`config.mk`:
```
export PLATFORM = sky130hd
export DESIGN_NAME = uart_rx_param
export DESIGN_NICKNAME = d
export VERILOG_FILES = /design/src/rtl/uart_rx_param.sv
export SDC_FILE = /design/constraint.sdc
export NUM_CORES = 1
export LEC_CHECK = 0
export CORE_MARGIN = 4
export CORE_UTILIZATION = 52
export CTS_BUF_LIST = sky130_fd_sc_hd__clkbuf_8
export DETAILED_ROUTE_END_ITERATION = 7
export GPL_TIMING_DRIVEN = 0
export PLACE_DENSITY_LB_ADDON = 0.12
export SYNTH_ARGS = -nofsm -noshare
export SYNTH_HDL_FRONTEND = slang
export SYNTH_SLANG_ARGS = --single-unit
```
`constraint.sdc`:
```
create_clock -name clk -period 1.9 [get_ports clk]
set_input_delay 0.19 -clock clk [delete_from_list [all_inputs] [get_ports clk]]
set_output_delay 0.19 -clock clk [all_outputs]
set_load 0.1 [all_outputs]
```
`src/rtl/uart_rx_param.sv`:
```
// uart_rx_param: parametrised oversampling UART receiver.
// Runs on the system clock and samples each serial bit at its mid-point.
// Received words are delivered over a valid/ready handshake. The parity
// and stop-bit status travels with each word. A finished frame that cannot
// be stored because the output is still full produces an overrun pulse.
module uart_rx_param #(
    parameter int CLKS_PER_BIT = 16,  // system clocks per serial bit (>=4, even)
    parameter int DATA_BITS    = 8,   // payload bits per frame, 5..9, LSB first
    parameter int PARITY_EN    = 0,   // 1 = one parity bit follows the data
    parameter int PARITY_ODD   = 0,   // 1 = odd parity, 0 = even
    parameter int STOP_BITS    = 1    // stop bits checked, 1 or 2
) (
    input  logic                 clk,
    input  logic                 rst_n,
    input  logic                 rx_in,
    output logic [DATA_BITS-1:0] rx_data,
    output logic                 rx_valid,
    input  logic                 rx_ready,
    output logic                 parity_err,
    output logic                 frame_err,
    output logic                 overrun,
    output logic [2:0]           state_out
);

    localparam int CW = $clog2(CLKS_PER_BIT);
    localparam int BW = $clog2(DATA_BITS + 1);

    localparam logic [CW-1:0] CNT_HALF  = CW'(CLKS_PER_BIT / 2 - 1);
    localparam logic [CW-1:0] CNT_LAST  = CW'(CLKS_PER_BIT - 1);
    localparam logic [BW-1:0] BIT_LAST  = BW'(DATA_BITS - 1);
    localparam logic [BW-1:0] STOP_LAST = BW'(STOP_BITS - 1);
    localparam logic          PAR_ODD   = (PARITY_ODD != 0);
    localparam logic          HAS_PAR   = (PARITY_EN != 0);

    typedef enum logic [2:0] {
        S_IDLE    = 3'd0,
        S_START   = 3'd1,
        S_DATA    = 3'd2,
        S_PARITY  = 3'd3,
        S_STOP    = 3'd4,
        S_WAIT_HI = 3'd5
    } state_t;

    logic [1:0]           sync_q;
    logic                 rx_s;

    state_t               state, state_next;
    logic [CW-1:0]        cnt, cnt_next;
    logic [BW-1:0]        bit_idx, bit_idx_next;
    logic [DATA_BITS-1:0] shift, shift_next;
    logic                 perr, perr_next;
    logic                 ferr, ferr_next;
    logic                 complete;

    // Two-flop synchroniser for the asynchronous serial line. The flops reset
    // to the idle level so that reset release cannot look like a start bit.
    always_ff @(posedge clk or negedge rst_n) begin
        if (!rst_n) begin
            sync_q <= 2'b11;
        end else begin
            // NOTE: sequential state uses non-blocking assignments so every
            // flop samples the pre-edge value of the others.
            sync_q <= {sync_q[0], rx_in};
        end
    end

    assign rx_s = sync_q[1];

    // Frame state register and the bit-timing and shift datapath.
    always_ff @(posedge clk or negedge rst_n) begin
        if (!rst_n) begin
            state   <= S_IDLE;
            cnt     <= '0;
            bit_idx <= '0;
            shift   <= '0;
            perr    <= 1'b0;
            ferr    <= 1'b0;
        end else begin
            state   <= state_next;
            cnt     <= cnt_next;
            bit_idx <= bit_idx_next;
            shift   <= shift_next;
            perr    <= perr_next;
            ferr    <= ferr_next;
        end
    end

    // Next-state logic: the bit timer, the sample points and frame completion.
    always_comb begin
        // NOTE: every signal gets a default before the case so that no path
        // leaves a signal unassigned and infers a latch.
        state_next   = state;
        cnt_next     = cnt;
        bit_idx_next = bit_idx;
        shift_next   = shift;
        perr_next    = perr;
        ferr_next    = ferr;
        complete     = 1'b0;

        unique case (state)
            S_IDLE: begin
                if (!rx_s) begin
                    state_next = S_START;
                    cnt_next   = '0;
                end
            end

            S_START: begin
                // Check the start bit again half a bit later. A high line here
                // was only a glitch.
                if (cnt == CNT_HALF) begin
                    cnt_next = '0;
                    if (!rx_s) begin
                        state_next   = S_DATA;
                        bit_idx_next = '0;
                        perr_next    = 1'b0;
                        ferr_next    = 1'b0;
                    end else begin
                        state_next = S_IDLE;
                    end
                end else begin
                    cnt_next = cnt + CW'(1);
                end
            end

            S_DATA: begin
                if (cnt == CNT_LAST) begin
                    cnt_next   = '0;
                    // Shifting in from the MSB puts the first bit, which is
                    // the LSB, at bit 0 once all DATA_BITS bits have arrived.
                    shift_next = {rx_s, shift[DATA_BITS-1:1]};
                    if (bit_idx == BIT_LAST) begin
                        bit_idx_next = '0;
                        state_next   = HAS_PAR ? S_PARITY : S_STOP;
                    end else begin
                        bit_idx_next = bit_idx + BW'(1);
                    end
                end else begin
                    cnt_next = cnt + CW'(1);
                end
            end

            S_PARITY: begin
                if (cnt == CNT_LAST) begin
                    cnt_next   = '0;
                    perr_next  = ((^shift) ^ rx_s) != PAR_ODD;
                    state_next = S_STOP;
                end else begin
                    cnt_next = cnt + CW'(1);
                end
            end

            S_STOP: begin
                if (cnt == CNT_LAST) begin
                    cnt_next  = '0;
                    ferr_next = ferr | ~rx_s;
                    if (bit_idx == STOP_LAST) begin
                        complete     = 1'b1;
                        bit_idx_next = '0;
                        // A line still low after the frame is a break or a
                        // stuck line. Wait for it to go high before looking
                        // for the next start bit.
                        state_next   = rx_s ? S_IDLE : S_WAIT_HI;
                    end else begin
                        bit_idx_next = bit_idx + BW'(1);
                    end
                end else begin
                    cnt_next = cnt + CW'(1);
                end
            end

            S_WAIT_HI: begin
                if (rx_s) begin
                    state_next = S_IDLE;
                end
            end

            default: begin
                state_next = S_IDLE;
            end
        endcase
    end

    // Output holding register: load on completion when the output is free,
    // clear on acceptance, and drop the frame with an overrun pulse otherwise.
    always_ff @(posedge clk or negedge rst_n) begin
        if (!rst_n) begin
            rx_data    <= '0;
            rx_valid   <= 1'b0;
            parity_err <= 1'b0;
            frame_err  <= 1'b0;
            overrun    <= 1'b0;
        end else begin
            overrun <= 1'b0;
            if (complete) begin
                if (!rx_valid || rx_ready) begin
                    rx_data    <= shift_next;
                    parity_err <= perr_next;
                    frame_err  <= ferr_next;
                    rx_valid   <= 1'b1;
                end else begin
                    overrun <= 1'b1;
                end
            end else if (rx_valid && rx_ready) begin
                rx_valid   <= 1'b0;
                parity_err <= 1'b0;
                frame_err  <= 1'b0;
            end
        end
    end

    assign state_out = state;

endmodule

```
==> summary.txt <==
Clock network
  • CTS tree: built
  • CTS Buf Count: 5
  • Htree depth: 2
  • Sink Count: 35
  • Clk_lat worst skew: 0.28 ns
  • Clock tree buffer depth: 2
  • Root buffer cell: clkbuf_8
  • Clk slew on worst S/H paths: around 0.060 ns

Timing
  • Actual slew at the worst max-slew pin: around 0.96 ns
  • RSZ-0062 raised after global routing: yes
  • Post-route setup slack: -0.0812 ns
  • Tmin final: ~2.0 ns
  • # setup viols final: 7
  • Final worst-path cycle share: 1.04
  • Fin. Hold Viols: 33
  • Worst hold slack: -0.0315 ns
  • Max transition margin: 0.360
  • Count of pins over their slew limit: 0
  • Fin Clk Skew: 0.00306 ns
  • FMAX: between 500 and 600 MHz

Final layout
  • Fin util: 0.686
  • Layout cells sized above 1: 0.310
  • Final Cell Area: 2290 sq um
  • Most frequent cells in the layout: 30 x dfrtp_1, 15 x mux2_2, 15 x dlygate4sd2_1
  • Synthesis-to-finish area growth: 27.9%
  • NumNets Final: between 200 and 250
  • Most common cell after layout, fill and taps aside: dfrtp_1
  • Diode count: 0

Floorplanning
  • Row count: 21
  • DIE HEIGHT: 66.7 um
  • # IOs: 19
  • Initial Util: 0.536
  • Die area: roughly 4400 sq um
  • Chip width: 66.7 um
  • Core region area: 3340 sq um

Logic synthesis
  • Mean post-synth cell area: 11.0 sq um
  • Post-synth EDFFs: 0
  • Syn_nets: between 150 and 200
  • Yosys reg bits: 35
  • Combinational family with the most area after synthesis: simple AND/OR/NAND/NOR gates
  • Top cell type's share of synthesized area: 0.462
  • Ranking of synthesized cells by area: dfrtp_1 46%, mux2_2 11%, dfstp_2 2.9%
  • Sequential area share after synthesis: 0.491
  • Adder-Cell Fraction of Synth Area: 0.0210
  • Post-Synthesis Cells: 162
  • Netlist Area Pre-Place: between 1500 and 2000 sq um
  • Compound-gate portion of the synthesized area: 0.122
  • Post-synthesis mux area share: 0.127
  • Synth area leader: dfrtp_1
  • Synth warn: 0
  • Post-Synth XOR/XNOR Area: 0.0420
  • Synth unique cells: 46
  • Synth async-reset ratio: 1.00
  • Synth Flop Type: dfrtp_1
  • Synth Area in Simple Gates: 0.162

Power and ir drop
  • VDD IR max: 0.709 mV
  • Leakage Power: between 0.001 and 0.0015 uW
  • Cell Pwr Density: about 1000 nW/um^2

Critical path
  • Startpoint Class: flip-flop
  • Worst path required time: between 2 and 2.5 ns
  • Crit-path max FO: 7
  • CP Class: flip-flop to flip-flop
  • WP data arrival: 2.15 ns
  • Crit. End Element: flip-flop

Detailed routing
  • Remaining antenna violation count: 0
  • Via/cell ratio: roughly 5.5
  • First-pass DRT Iterations: 4
  • Drt total wl: ~3600 um
  • Drt wl/cell: 14.7 um
  • Drc violations: 0
  • DR vias: between 1000 and 1500
  • Initial DRC Count: 96

Outcome
  • Outcome: finished with violations
  • Failing checks: hold timing, setup timing

Global routing
  • First-pass GRT wire length: 6200 um
  • GRT Util Overall: 0.186
  • Grt ovf: 0
  • Largest net degree at the start of global routing: 36
  • Initial antenna violation count: 0
  • Vias in the first global route: around 1400

Placement
  • Detailed Place HPWL: 2360 um
  • RePlAce Congestion: between 0.8 and 0.9
  • Post-DP Area: 2050 sq um
  • Port bufs: 18
  • Pre-CTS worst setup slack: -0.276 ns

Job
  • Max-cap violations: 0

Hold path
  • Hold Path Class: primary input to asynchronous set/reset pin
flip-flops by register name, summed over array words and instances (netlist names):
signal and flops:
bit_idx 4, parity_err 1, shift 8, frame_err 1, perr 1, cnt 4, rx_data 8, sync_q 2
rx_valid 1, state_out 3, ferr 1, overrun 1
Yosys cell counts, types with 2 or more instances:
cell type and count:
a21o_1 3, a21oi_1 7, a22o_1 2, and2_1 2, buf_2 3, dfrtp_1 33
dfstp_2 2, ha_1 3, inv_1 7, mux2_2 17, mux2i_1 2, nand2_1 14
nand2b_1 6, nand3_1 3, nor2_1 10, nor3_1 3, o21ai_0 10, or3_1 2
or3b_1 2, xnor2_1 5
worst max-delay path, cell delays in order, from the launching register on:
cell and delay [ns]:
dfrtp_4 0.49, buf_8 0.15, or3b_4 0.37, a32oi_2 0.19, o21ai_2 0.10, or3b_4 0.27
mux2_4 0.29
cell families (layout without fill, tap and decap cells):
kind of cell    after synthesis  count (layout)
mux                          20              20
flops                        35              35
xor+xnor                      7               7
buf+inv                      13              48
compound gates               33              33
simple gates                 51              51
fa+ha+maj                     3               3
path summary, 6_finish.rpt:
| check | startpoint | end | slack, ns | cells after the start |
|---|---|---|---|---|
| min in group clk | rx_in | sync_q[0] | 0.31 | 1 |
| hold / removal | rst_n | state_out[1] | -0.03 | 1 |
| max in group asynchronous | rst_n | state_out[0] | 1.38 | 1 |
| setup / recovery | state_out[0] | state_out[2] | -0.08 | 6 |
| setup reg to reg | state_out[0] | state_out[2] | -0.08 | 6 |
| hold reg to reg | sync_q[0] | sync_q[1] | 0.36 | 0 |
stage by stage:
step / TNS, ns / cells / hold slack (ns) / total power, uW
CTS: -0.0824 / 237 / 0.00172 / 2130
floorplan: -1.31 / 162 / -0.106 / 1360
detailed placement: -2.29 / 226 / 0.311 / 1510
global route: -1.10 / 243 / 0.0268 / 2410
finish: -0.123 / 243 / -0.0315 / 2270
global placement: -5.08 / 226 / 0.347 / 1480
routing by layer:
metal  part of all wire  GRT usage
met4              0.022     0.0888
met1               0.42      0.219
met2               0.51      0.312
met5                  0          0
met3              0.046     0.0489
final cells by class:
| type | instances | area (sq um) |
|---|---|---|
| inverter | 7 | 26.3 |
| buffer | 5 | 40.0 |
| clock buffer | 7 | 96.3 |
| sequential | 35 | 890 |
| multi-input combinational | 114 | 927 |
| timing repair buffer | 28 | 248 |
| clock inverter | 1 | 3.75 |
| tap | 46 | 57.6 |
| fill | 270 | 1050 |
report_power, final:
part	internal [uW]	switching [uW]	total (uW)	leakage [uW]
Sequential	811	85.1	897	0.000470
Combinational	362	440	802	0.000578
Clock	325	248	573	0.0000557
Total	1500	773	2270	0.00110
timing repair:
item | 4_1_cts | 5_1_grt
endpoints found under the setup margin | 31 | 16
setup buffers | 3 | 7
pin swaps | 3 | 2
resized for setup | 22 | 10
hold buffers | 0 | 0
(Power assumes the default switching activity.)
